**src/rtl/c17v4_resp_misr.sv**
```systemverilog
// c17v4_resp_misr
// Response-capture stage behind the C17V4_Fritz combinational core. It folds the
// core outputs G6gat/G7gat into a multiple-input signature register (MISR) over
// NPAT valid patterns. It then compares the final signature with GOLDEN and
// reports the result to the BIST/scan controller.
//
// Ports
//   clk        in   rising-edge clock
//   rst        in   synchronous active-high reset (highest priority)
//   start      in   one-cycle pulse; begins a run from IDLE or DONE
//   resp_valid in   G6gat/G7gat carry a valid response this cycle
//   G6gat      in   core output, enters MISR bit 0
//   G7gat      in   core output, enters MISR bit 1
//   busy       out  run in progress
//   done       out  run complete; held until next start or reset
//   pass       out  final signature == GOLDEN; 0 whenever done is 0
//   signature  out  current MISR contents (W bits)
//   pat_count  out  patterns compacted so far in this run (CW bits)
//
// Handshake: a response is consumed on a rising edge where resp_valid=1 and the
// block is in RUN. There is no back-pressure. Responses offered in IDLE/DONE are
// dropped. A start in IDLE/DONE takes precedence over a response offered in the
// same cycle.
//
// The FSM state is kept in the named signal 'state' so that checkers can bind to it.

module c17v4_resp_misr #(
  parameter int             W      = 8,
  parameter logic [W-1:0]   POLY   = 8'h1D,
  parameter logic [W-1:0]   SEED   = 8'h00,
  parameter int             NPAT   = 32,
  parameter int             CW     = 16,
  parameter logic [W-1:0]   GOLDEN = 8'h00
) (
  input  logic          clk,
  input  logic          rst,
  input  logic          start,
  input  logic          resp_valid,
  input  logic          G6gat,
  input  logic          G7gat,
  output logic          busy,
  output logic          done,
  output logic          pass,
  output logic [W-1:0]  signature,
  output logic [CW-1:0] pat_count
);

  typedef enum logic [1:0] {
    IDLE = 2'd0,
    RUN  = 2'd1,
    DONE = 2'd2
  } state_t;

  state_t state;

  // pat_count value at which the next valid response is the last one.
  localparam logic [CW-1:0] LAST = CW'(NPAT - 1);

  // Shift left, fold the outgoing MSB back through the tap mask, then
  // inject the two core outputs into the low bits (all XOR, no carries).
  logic [W-1:0] sig_next;

  always_comb begin
    sig_next = {signature[W-2:0], 1'b0} ^ (signature[W-1] ? POLY : '0);
    sig_next = sig_next ^ {{(W-2){1'b0}}, G7gat, G6gat};
  end

  always_ff @(posedge clk) begin
    if (rst) begin
      state     <= IDLE;
      busy      <= 1'b0;
      done      <= 1'b0;
      pass      <= 1'b0;
      signature <= SEED;
      pat_count <= '0;
    end else begin
      case (state)
        IDLE, DONE: begin
          // Outputs in DONE stay frozen until the next start.
          // A response offered in the same cycle as start is not compacted.
          if (start) begin
            state     <= RUN;
            busy      <= 1'b1;
            done      <= 1'b0;
            pass      <= 1'b0;
            signature <= SEED;
            pat_count <= '0;
          end
        end
        RUN: begin
          // start is deliberately ignored here; resp_valid=0 holds everything.
          if (resp_valid) begin
            signature <= sig_next;
            pat_count <= pat_count + CW'(1);
            if (pat_count == LAST) begin
              state <= DONE;
              busy  <= 1'b0;
              done  <= 1'b1;
              // Compare against the value being written, so pass is
              // valid in the same cycle that done first reads 1.
              pass  <= (sig_next == GOLDEN);
            end
          end
        end
        default: begin
          state <= IDLE;
          busy  <= 1'b0;
          done  <= 1'b0;
          pass  <= 1'b0;
        end
      endcase
    end
  end

endmodule

```
**config.mk**
```make
export PLATFORM = sky130hd
export DESIGN_NAME = c17v4_resp_misr
export DESIGN_NICKNAME = d
export VERILOG_FILES = /design/src/rtl/c17v4_resp_misr.sv
export SDC_FILE = /design/constraint.sdc
export NUM_CORES = 1
export LEC_CHECK = 0
export BUFFER_PORTS_ARGS = -buffer_cell sky130_fd_sc_hd__buf_4
export CORE_ASPECT_RATIO = 2
export CORE_MARGIN = 2
export CORE_UTILIZATION = 47
export CTS_CLUSTER_DIAMETER = 80
export DETAILED_ROUTE_END_ITERATION = 10
export HOLD_SLACK_MARGIN = 0.1
export PLACE_DENSITY_LB_ADDON = 0.12
export SYNTH_ARGS = -nofsm -noshare
export SYNTH_HDL_FRONTEND = slang
export SYNTH_SLANG_ARGS = --single-unit
```
**constraint.sdc**
```tcl
create_clock -name clk -period 1.7 [get_ports clk]
set_clock_uncertainty 0.2 [all_clocks]
set_input_delay 0.34 -clock clk [delete_from_list [all_inputs] [get_ports clk]]
set_output_delay 0.34 -clock clk [all_outputs]
set_load 0.05 [all_outputs]
```
==> results.toml, run 1 <==
[run_status]
status = "finished with violations"
violations = "setup timing"

[floorplan]
initial_utilization = 0.486
coreArea_sq_um = 2910
fp-row-count = 28
die_x_microns = 42.8
dieArea_sq_um = 3490
fp.dieH_microns = 81.5
io_pins = 33

[timing]
fin_tns_setup_ns = -0.00289
layout_setup_ws_ns = -0.00289
fin_crit_ns = 1.70
hold_viol_final = 0
slew_viol_final = 0
setup_viol = 1
relSlewSlack = 0.767
fin_crit_sh = 1.00
clock.fmax_ghz = 0.587
tightest_slew_ns = 0.347
grt_setup_unrepaired = "yes"

[finish]
layout_commonest_cell = "buf_4"
layout_common_cells = "buf_4, a21oi_1, nand2_1"
n_fill_cell = 242
fin_area_sq_um = 2100
insertedDiodeCount = 0
area_growth_pct = 48.5
final_cell_count_no_fill = 261
final_util = 0.722
fin_nets = 237
drive_gt1_frac = 0.442

[route]
ant_nets = 0
drc = 0
wirelength_microns = 4180
vias_per_cell = 5.92
drt_pass1_iterations = 4
drt-initial-drc-count = 35
routedWlPerCell_microns = 16.0
num_vias = 1546

[place]
dp_cells = 244
dpl_cell_area_sq_um = 1890
hpwl_microns = 2980
gp_routability_congestion = 0.883
portBuffers = 32

[clock_tree]
h-tree-depth = 2
cts-root-buf = "clkbuf_8"
clk-insertion-delay-late_ns = 0.28
cts.sinks = 29
cts_tree = "built"
clockBufferDepth = 2
clk_pin_slew_ns = 0.07
cts_buffers = 5

[logic_synthesis]
ys_top_cells_by_area = "dfxtp_1, a21oi_1, or4_1, nand2_1, xor2_1"
yosys.area.top_type_share = 0.411
yosys_register_bits = 29
ys_types = 37
yosysTopAreaCell = "dfxtp_1"
syn_inst = 165
yosysSeqAreaShare = 0.411
syn_avg_cell_area_sq_um = 8.56
synth-edff-count = 0
mappedNetlistNets = 172
yosys_warnings = 0
async_reset_ff_frac = 0
dominantRegCellSynth = "dfxtp_1"
synth_area_sq_um = 1410

[global_route]
grt_pass1_wl_microns = 6400
grt-ovfl-total = 0
grt_pass1_vias = 1485
grt_max_degree = 15
antenna_found_initial = 0
track_usage = 0.240

[power]
power.total_mw = 1.48
vdd_ir_drop_max_uv = 735
power_density_nw_per_um2 = 705
p_leak_nw = 0.855

[setup_path]
start_kind = "flip-flop"
crit_end = "pat_count[13]"
arrival_ns = 1.71
crit_path_start = "state[0]"
crit_fanout = 8
required_ns = 1.71
rrSetupSlack_ns = -0.003
worstSetupEndpointType = "flip-flop"
r2r_start = "state[0]"
crit_type = "reg2reg"
r2r_cells = 4
r2r-end = "pat_count[13]"

[hold_path]
holdCritPathClass = "in2reg"

[run]
drv_cap = 0
[state kept, by name, indices dropped and copies added (netlist names)]
register and cells:
pass 1, busy 1, signature 8, pat_count 16
done 1, state 2
[cell type report]
class,instances,area (sq um),area share
Clock buffer,7,96.3,0.0459
Clock inverter,1,5.00,0.00239
Inverter,2,7.51,0.00358
Multi-Input combinational cell,127,843,0.402
Sequential cell,29,618,0.295
Tap cell,30,37.5,0.0179
Timing Repair Buffer,65,490,0.234
[critical path, stage by stage (launching register included)]
cell and delay, ns:
dfxtp_4 0.37, and3b_2 0.22, o2111ai_4 0.16, or4_1 0.51
a21oi_1 0.17
[through the flow]
stage / hold slack [ns] / worst slack [ns]
finish: 0.194 / -0.00289
global route: 0.227 / -0.0474
CTS: 0.197 / 0.00286
detailed placement: 0.274 / -0.150
global placement: 0.267 / -0.119
floorplan: 0.268 / -0.103
[logic make-up (layout without fill, tap and decap cells)]
logic type      after synthesis  after routing  share of synthesized area
simple gates                 75             76                      0.311
buf+inv                      10             75                     0.0354
flops                        29             29                      0.411
fa+ha+maj                     1              1                    0.00886
mux                           1              1                    0.00709
compound gates               41             41                      0.177
xor+xnor                      8              8                     0.0496
[Yosys cell counts (2+ instances only)]
cell type  instances
inv_1              2
or4_1             10
dfxtp_1           29
nor4_1             3
o211ai_1           4
nand2_1           18
o31ai_1            6
and2_1             2
clkbuf_1           5
a21oi_1           23
nand2b_1           3
o21ai_0            4
nor2_1             9
nand3_1           11
or3_1              3
nand3b_1           2
nand4_1            5
xor2_1             7
[where the power goes]
part | switching [mW] | total (mW) | internal (mW)
registers | 0.00837 | 0.688 | 0.679
clock network | 0.261 | 0.626 | 0.365
logic | 0.100 | 0.165 | 0.0651
total | 0.369 | 1.48 | 1.11
[routing by layer]
layer | global-route usage | vias to the layer above | routed length, microns
li1 | - | 745 | -
met1 | 0.229 | 727 | 1480
met2 | 0.464 | 62 | 2370
met3 | 0.0418 | 12 | 220
met4 | 0.131 | 0 | 111
met5 | 0 | - | 0
[how the worst min path moves through the flow]
| stage | endpoint | cells after the start | startpoint | slack (ns) |
|---|---|---|---|---|
| floorplan | state[1] | 2 | state[1] | 0.27 |
| global placement | done | 2 | done | 0.27 |
| detailed placement | done | 2 | done | 0.27 |
| CTS | signature[0] | 4 | G6gat | 0.20 |
| global route | signature[0] | 4 | G6gat | 0.23 |
| finish | signature[0] | 4 | G6gat | 0.19 |
[repair_timing]
item,CTS,global route
resized for setup,3,3
cloned,0,1
setup buffers,5,2
hold endpoints to repair,2,0
pin swaps,3,4
setup endpoints to repair,7,13
hold buffers,1,0
Power figures use the tool's default switching activity.
==> run 2: changes to the inputs <==
==> constraint.sdc (replaced) <==
create_clock -name clk -period 1.7 [get_ports clk]
set_clock_uncertainty 0.2 [all_clocks]
set_input_delay 0.17 -clock clk [delete_from_list [all_inputs] [get_ports clk]]
set_output_delay 0.17 -clock clk [all_outputs]
set_load 0.05 [all_outputs]
==> run 2 against run 1 <==
Effect of this change: the flow still finishes with violations (setup timing); via count increased by 5.3%; non-clock buffer count increased by 3; die area did not move; cell count up 1.5%; sequential power about the same; final area rose by 3.9%; routed wire length up 12%; sequential cell count is the same; core utilization grew 2.8 points; critical endpoint is now pat_count[15]; largest cell class unchanged.
==> results.toml, run 2 (synthesized netlist as in run 1, its figures left out) <==
[run_status]
status = "finished with violations"
violations = "setup timing"

[route]
wirelength_microns = 4660
drc = 0
routedWlPerCell_microns = 17.6
ant_nets = 0
drt_pass1_iterations = 4
num_vias = 1628
drt-initial-drc-count = 72
vias_per_cell = 6.14

[finish]
drive_gt1_frac = 0.477
fin_nets = 241
insertedDiodeCount = 0
layout_commonest_cell = "buf_4"
final_util = 0.750
largest_reg_flops = 16
top_regs = "pat_count (16), signature (8), state (2)"
area_growth_pct = 54.3
final_cell_count_no_fill = 265
fin_area_sq_um = 2180
top_register = "pat_count"
layout_common_cells = "buf_4, a21oi_1, nand2_1"

[timing]
fin_crit_sh = 1.04
relSlewSlack = 0.750
fin_tns_setup_ns = -0.0938
clock.fmax_ghz = 0.567
layout_setup_ws_ns = -0.0650
fin_crit_ns = 1.76
slew_viol_final = 0
tightest_slew_ns = 0.372
grt_setup_unrepaired = "yes"
holdWs_ns = 0.0951
hold_viol_final = 0
setup_viol = 6

[place]
gp_routability_congestion = 0.851
dp_cells = 245
portBuffers = 32
dpl_cell_area_sq_um = 1900
hpwl_microns = 2990
dp_slack_ns = -0.0481

[setup_path]
r2r-end = "pat_count[15]"
r2r_start = "state[0]"
r2r_cells = 4
rrSetupSlack_ns = -0.06
crit_type = "reg2reg"
required_ns = 1.72
arrival_ns = 1.79
crit_fanout = 5
worstSetupEndpointType = "flip-flop"
start_kind = "flip-flop"

[power]
p_sw_frac = 0.256
p_sw_uw = 384
internal-power_mw = 1.12
p_leak_nw = 0.885
p_seq_frac = 0.458
vdd_ir_drop_max_uv = 735
clockPowerShare = 0.422
power_density_nw_per_um2 = 689
combPwrFrac = 0.120
power.total_mw = 1.50

[global_route]
gr-max-usage-layer = "met2"
grt_use_met2 = 0.492
met3_usage = 0.0505
antenna_found_initial = 0
grt_use_met1 = 0.228
track_usage = 0.250
grt_max_degree = 15
grt-ovfl-total = 0
grt_pass1_wl_microns = 6560
grt_pass1_vias = 1474

[hold_path]
hold-path-endpoint = "pass"
min_from = "G7gat"
holdCritPathClass = "in2reg"
hold_depth = 4

[floorplan]
die_x_microns = 42.8
fp.dieH_microns = 81.5
initial_utilization = 0.486
coreArea_sq_um = 2910
io_pins = 33
fp-row-count = 28
dieArea_sq_um = 3490

[clock_tree]
clockBufferDepth = 2
clk-insertion-delay-late_ns = 0.29
cts_buffers = 5
clk_pin_slew_ns = 0.07
cts_tree = "built"
h-tree-depth = 2
cts-root-buf = "clkbuf_8"
cts.sinks = 29

[run]
drv_cap = 0
-- run 2: worst max-delay path, stage by stage (launching register included) --
cell and delay, ns:
dfxtp_2 0.36, and3b_2 0.27, o2111ai_4 0.18, or4_1 0.53, a21oi_1 0.17
-- run 2: worst max-delay path by stage --
stage	start	endpoint	slack, ns
global placement	state[0]	pat_count[5]	-0.002
CTS	state[0]	pat_count[14]	-0.003
floorplan	pat_count[3]	pat_count[11]	-0.10
global route	state[0]	pat_count[15]	-0.12
finish	state[0]	pat_count[15]	-0.06
detailed placement	state[0]	pat_count[13]	-0.05
-- run 2: area by class of cell --
| cell class | count | area, sq um |
|---|---|---|
| clock inverters | 1 | 5.00 |
| multi-input cells | 128 | 898 |
| well taps | 30 | 37.5 |
| inverters | 2 | 7.51 |
| repair buffers | 68 | 519 |
| clock buffers | 7 | 96.3 |
| fillers | 219 | 728 |
| flip-flops and latches | 29 | 616 |
-- run 2: power by group through the flow --
stage | Combinational [mW] | Sequential [mW] | Clock (mW)
2_1_floorplan | 0.0680 | 0.727 | 0
3_3_place_gp | 0.150 | 0.703 | 0
3_5_place_dp | 0.152 | 0.704 | 0
4_1_cts | 0.162 | 0.689 | 0.642
5_1_grt | 0.192 | 0.689 | 0.665
6_report | 0.180 | 0.688 | 0.633
-- run 2: layer usage --
metal | wire length, microns | up-vias
li1 | - | 754
met1 | 1630 | 797
met2 | 2650 | 66
met3 | 229 | 11
met4 | 149 | 0
met5 | 0 | -
-- run 2: timing repair --
item,in CTS,in global routing
pin swaps,3,8
cloned,1,1
setup buffers,0,8
endpoints found under the setup margin,10,13
resized for setup,3,11
endpoints found under the hold margin,8,0
hold buffers,2,0
==> run 3: changes to the inputs <==
--- a/config.mk
+++ b/config.mk
@@ -11,6 +11,7 @@
 export CORE_UTILIZATION = 47
 export CTS_CLUSTER_DIAMETER = 80
 export DETAILED_ROUTE_END_ITERATION = 10
+export GPL_TIMING_DRIVEN = 0
 export HOLD_SLACK_MARGIN = 0.1
 export PLACE_DENSITY_LB_ADDON = 0.12
 export SYNTH_ARGS = -nofsm -noshare
==> run 3 against run 2 <==
Effect of this change: the run still ends with setup timing left; power down 1.0%; sequential power hardly changed; fmax up 0.76%; global-route usage shrank 0.28 points; final area decreased by 2.5%; core utilization fell by 1.9 points.
==> results.toml, run 3 (synthesized netlist as in run 1, its figures left out) <==
[setup_path]
arrival_ns = 1.78
worstSetupEndpointType = "flip-flop"
start_kind = "flip-flop"
crit_fanout = 8
crit_type = "reg2reg"
required_ns = 1.73

[route]
drt_pass1_iterations = 5
routedWlPerCell_microns = 16.8
vias_per_cell = 5.98
num_vias = 1548
ant_nets = 0
drt-initial-drc-count = 46
drc = 0
wirelength_microns = 4360

[clock_tree]
clk_pin_slew_ns = 0.06
h-tree-depth = 2
cts-root-buf = "clkbuf_8"
cts_buffers = 5
cts_tree = "built"
clk-insertion-delay-late_ns = 0.29
cts.sinks = 29
clockBufferDepth = 2

[floorplan]
coreArea_sq_um = 2910
dieArea_sq_um = 3490
fp.dieH_microns = 81.5
io_pins = 33
die_x_microns = 42.8
fp-row-count = 28
initial_utilization = 0.486

[run_status]
violations = "setup timing"
status = "finished with violations"

[power]
power.total_mw = 1.49
p_leak_nw = 0.847
vdd_ir_drop_max_uv = 845
power_density_nw_per_um2 = 699

[global_route]
grt_max_degree = 11
grt_pass1_vias = 1508
grt-ovfl-total = 0
track_usage = 0.247
antenna_found_initial = 0
grt_pass1_wl_microns = 6540

[finish]
layout_commonest_cell = "buf_4"
fin_nets = 235
largest_reg_flops = 16
drive_gt1_frac = 0.463
top_regs = "pat_count (16), signature (8), state (2)"
area_growth_pct = 50.4
insertedDiodeCount = 0
top_register = "pat_count"
layout_common_cells = "buf_4, a21oi_1, nand2_1"

[place]
portBuffers = 31
gp_routability_congestion = 0.845
hpwl_microns = 2750
dp_slack_ns = -0.0969

[timing]
fin_tns_setup_ns = -0.187
relSlewSlack = 0.686
grt_setup_unrepaired = "yes"
tightest_slew_ns = 0.471
slew_viol_final = 0
fin_crit_ns = 1.75
hold_viol_final = 0
layout_setup_ws_ns = -0.0516
clock.fmax_ghz = 0.571
fin_crit_sh = 1.03
setup_viol = 6

[run]
drv_cap = 0

[hold_path]
holdCritPathClass = "in2reg"
-- run 3: cell count changes in the layout (fill, tap and decap cells not counted), moves of 2 or more --
cell      before  now
dfxtp_4        6    8
clkbuf_1       0    2
nand2b_4       2    0
nand2_2        0    2
nand2b_1       1    3
or4_1          9    7
nand2_1       18   16
buf_4         65   55
or4_4          1    3
-- run 3: final timing paths --
check / startpoint / endpoint / slack [ns] / depth (start not counted)
worst max register to register: state[1] / pat_count[5] / -0.05 / 5
worst min-delay path: rst / state[1] / 0.11 / 2
worst max-delay path: state[1] / pat_count[5] / -0.05 / 5
worst min register to register: pass / pass / 0.28 / 2
-- run 3: layer usage --
layer / up-vias / GRT usage / wire length [microns]
li1: 743 / - / -
met1: 748 / 0.222 / 1560
met2: 44 / 0.483 / 2550
met3: 13 / 0.0418 / 144
met4: 0 / 0.156 / 102
met5: - / 0 / 0
-- run 3: repair_timing --
| item | CTS | global route |
|---|---|---|
| setup buffers | 14 | 9 |
| hold buffers | 3 | 0 |
| pin swaps | 7 | 7 |
| endpoints found under the hold margin | 4 | 0 |
| cloned | 0 | 0 |
| endpoints found under the setup margin | 10 | 23 |
| gates resized for setup | 5 | 20 |
-- run 3: per-stage QoR --
| step | instances | hold slack, ns | area, sq um | util |
|---|---|---|---|---|
| 3_5_place_dp | 226 | 0.273 | 1740 | 0.599 |
| 4_1_cts | 251 | 0.108 | 2000 | 0.688 |
| 6_report | 259 | 0.111 | 2120 | 0.731 |
| 5_1_grt | 259 | 0.136 | 2120 | 0.731 |
| 2_1_floorplan | 165 | 0.161 | 1470 | - |
| 3_3_place_gp | 226 | 0.267 | 1740 | 0.599 |
-- run 3: area by class of cell --
class	instances	area (sq um)
Sequential cell	29	622
Fill cell	230	783
Tap cell	30	37.5
Clock buffer	7	96.3
Clock inverter	1	5.00
Multi-Input combinational cell	126	871
Inverter	2	7.51
Timing Repair Buffer	57	435
Buffer	7	50.0
-- run 3: critical path, stage by stage, from the launching register on --
cell,delay [ns]
dfxtp_4,0.34
and3b_2,0.32
o2111ai_4,0.17
buf_6,0.18
or4_4,0.42
nand2_2,0.07
-- run 3: where the power goes --
group | internal [mW] | total, mW | switching [mW]
logic | 0.0570 | 0.155 | 0.0980
registers | 0.678 | 0.689 | 0.0108
clock network | 0.365 | 0.642 | 0.277
total | 1.10 | 1.49 | 0.386
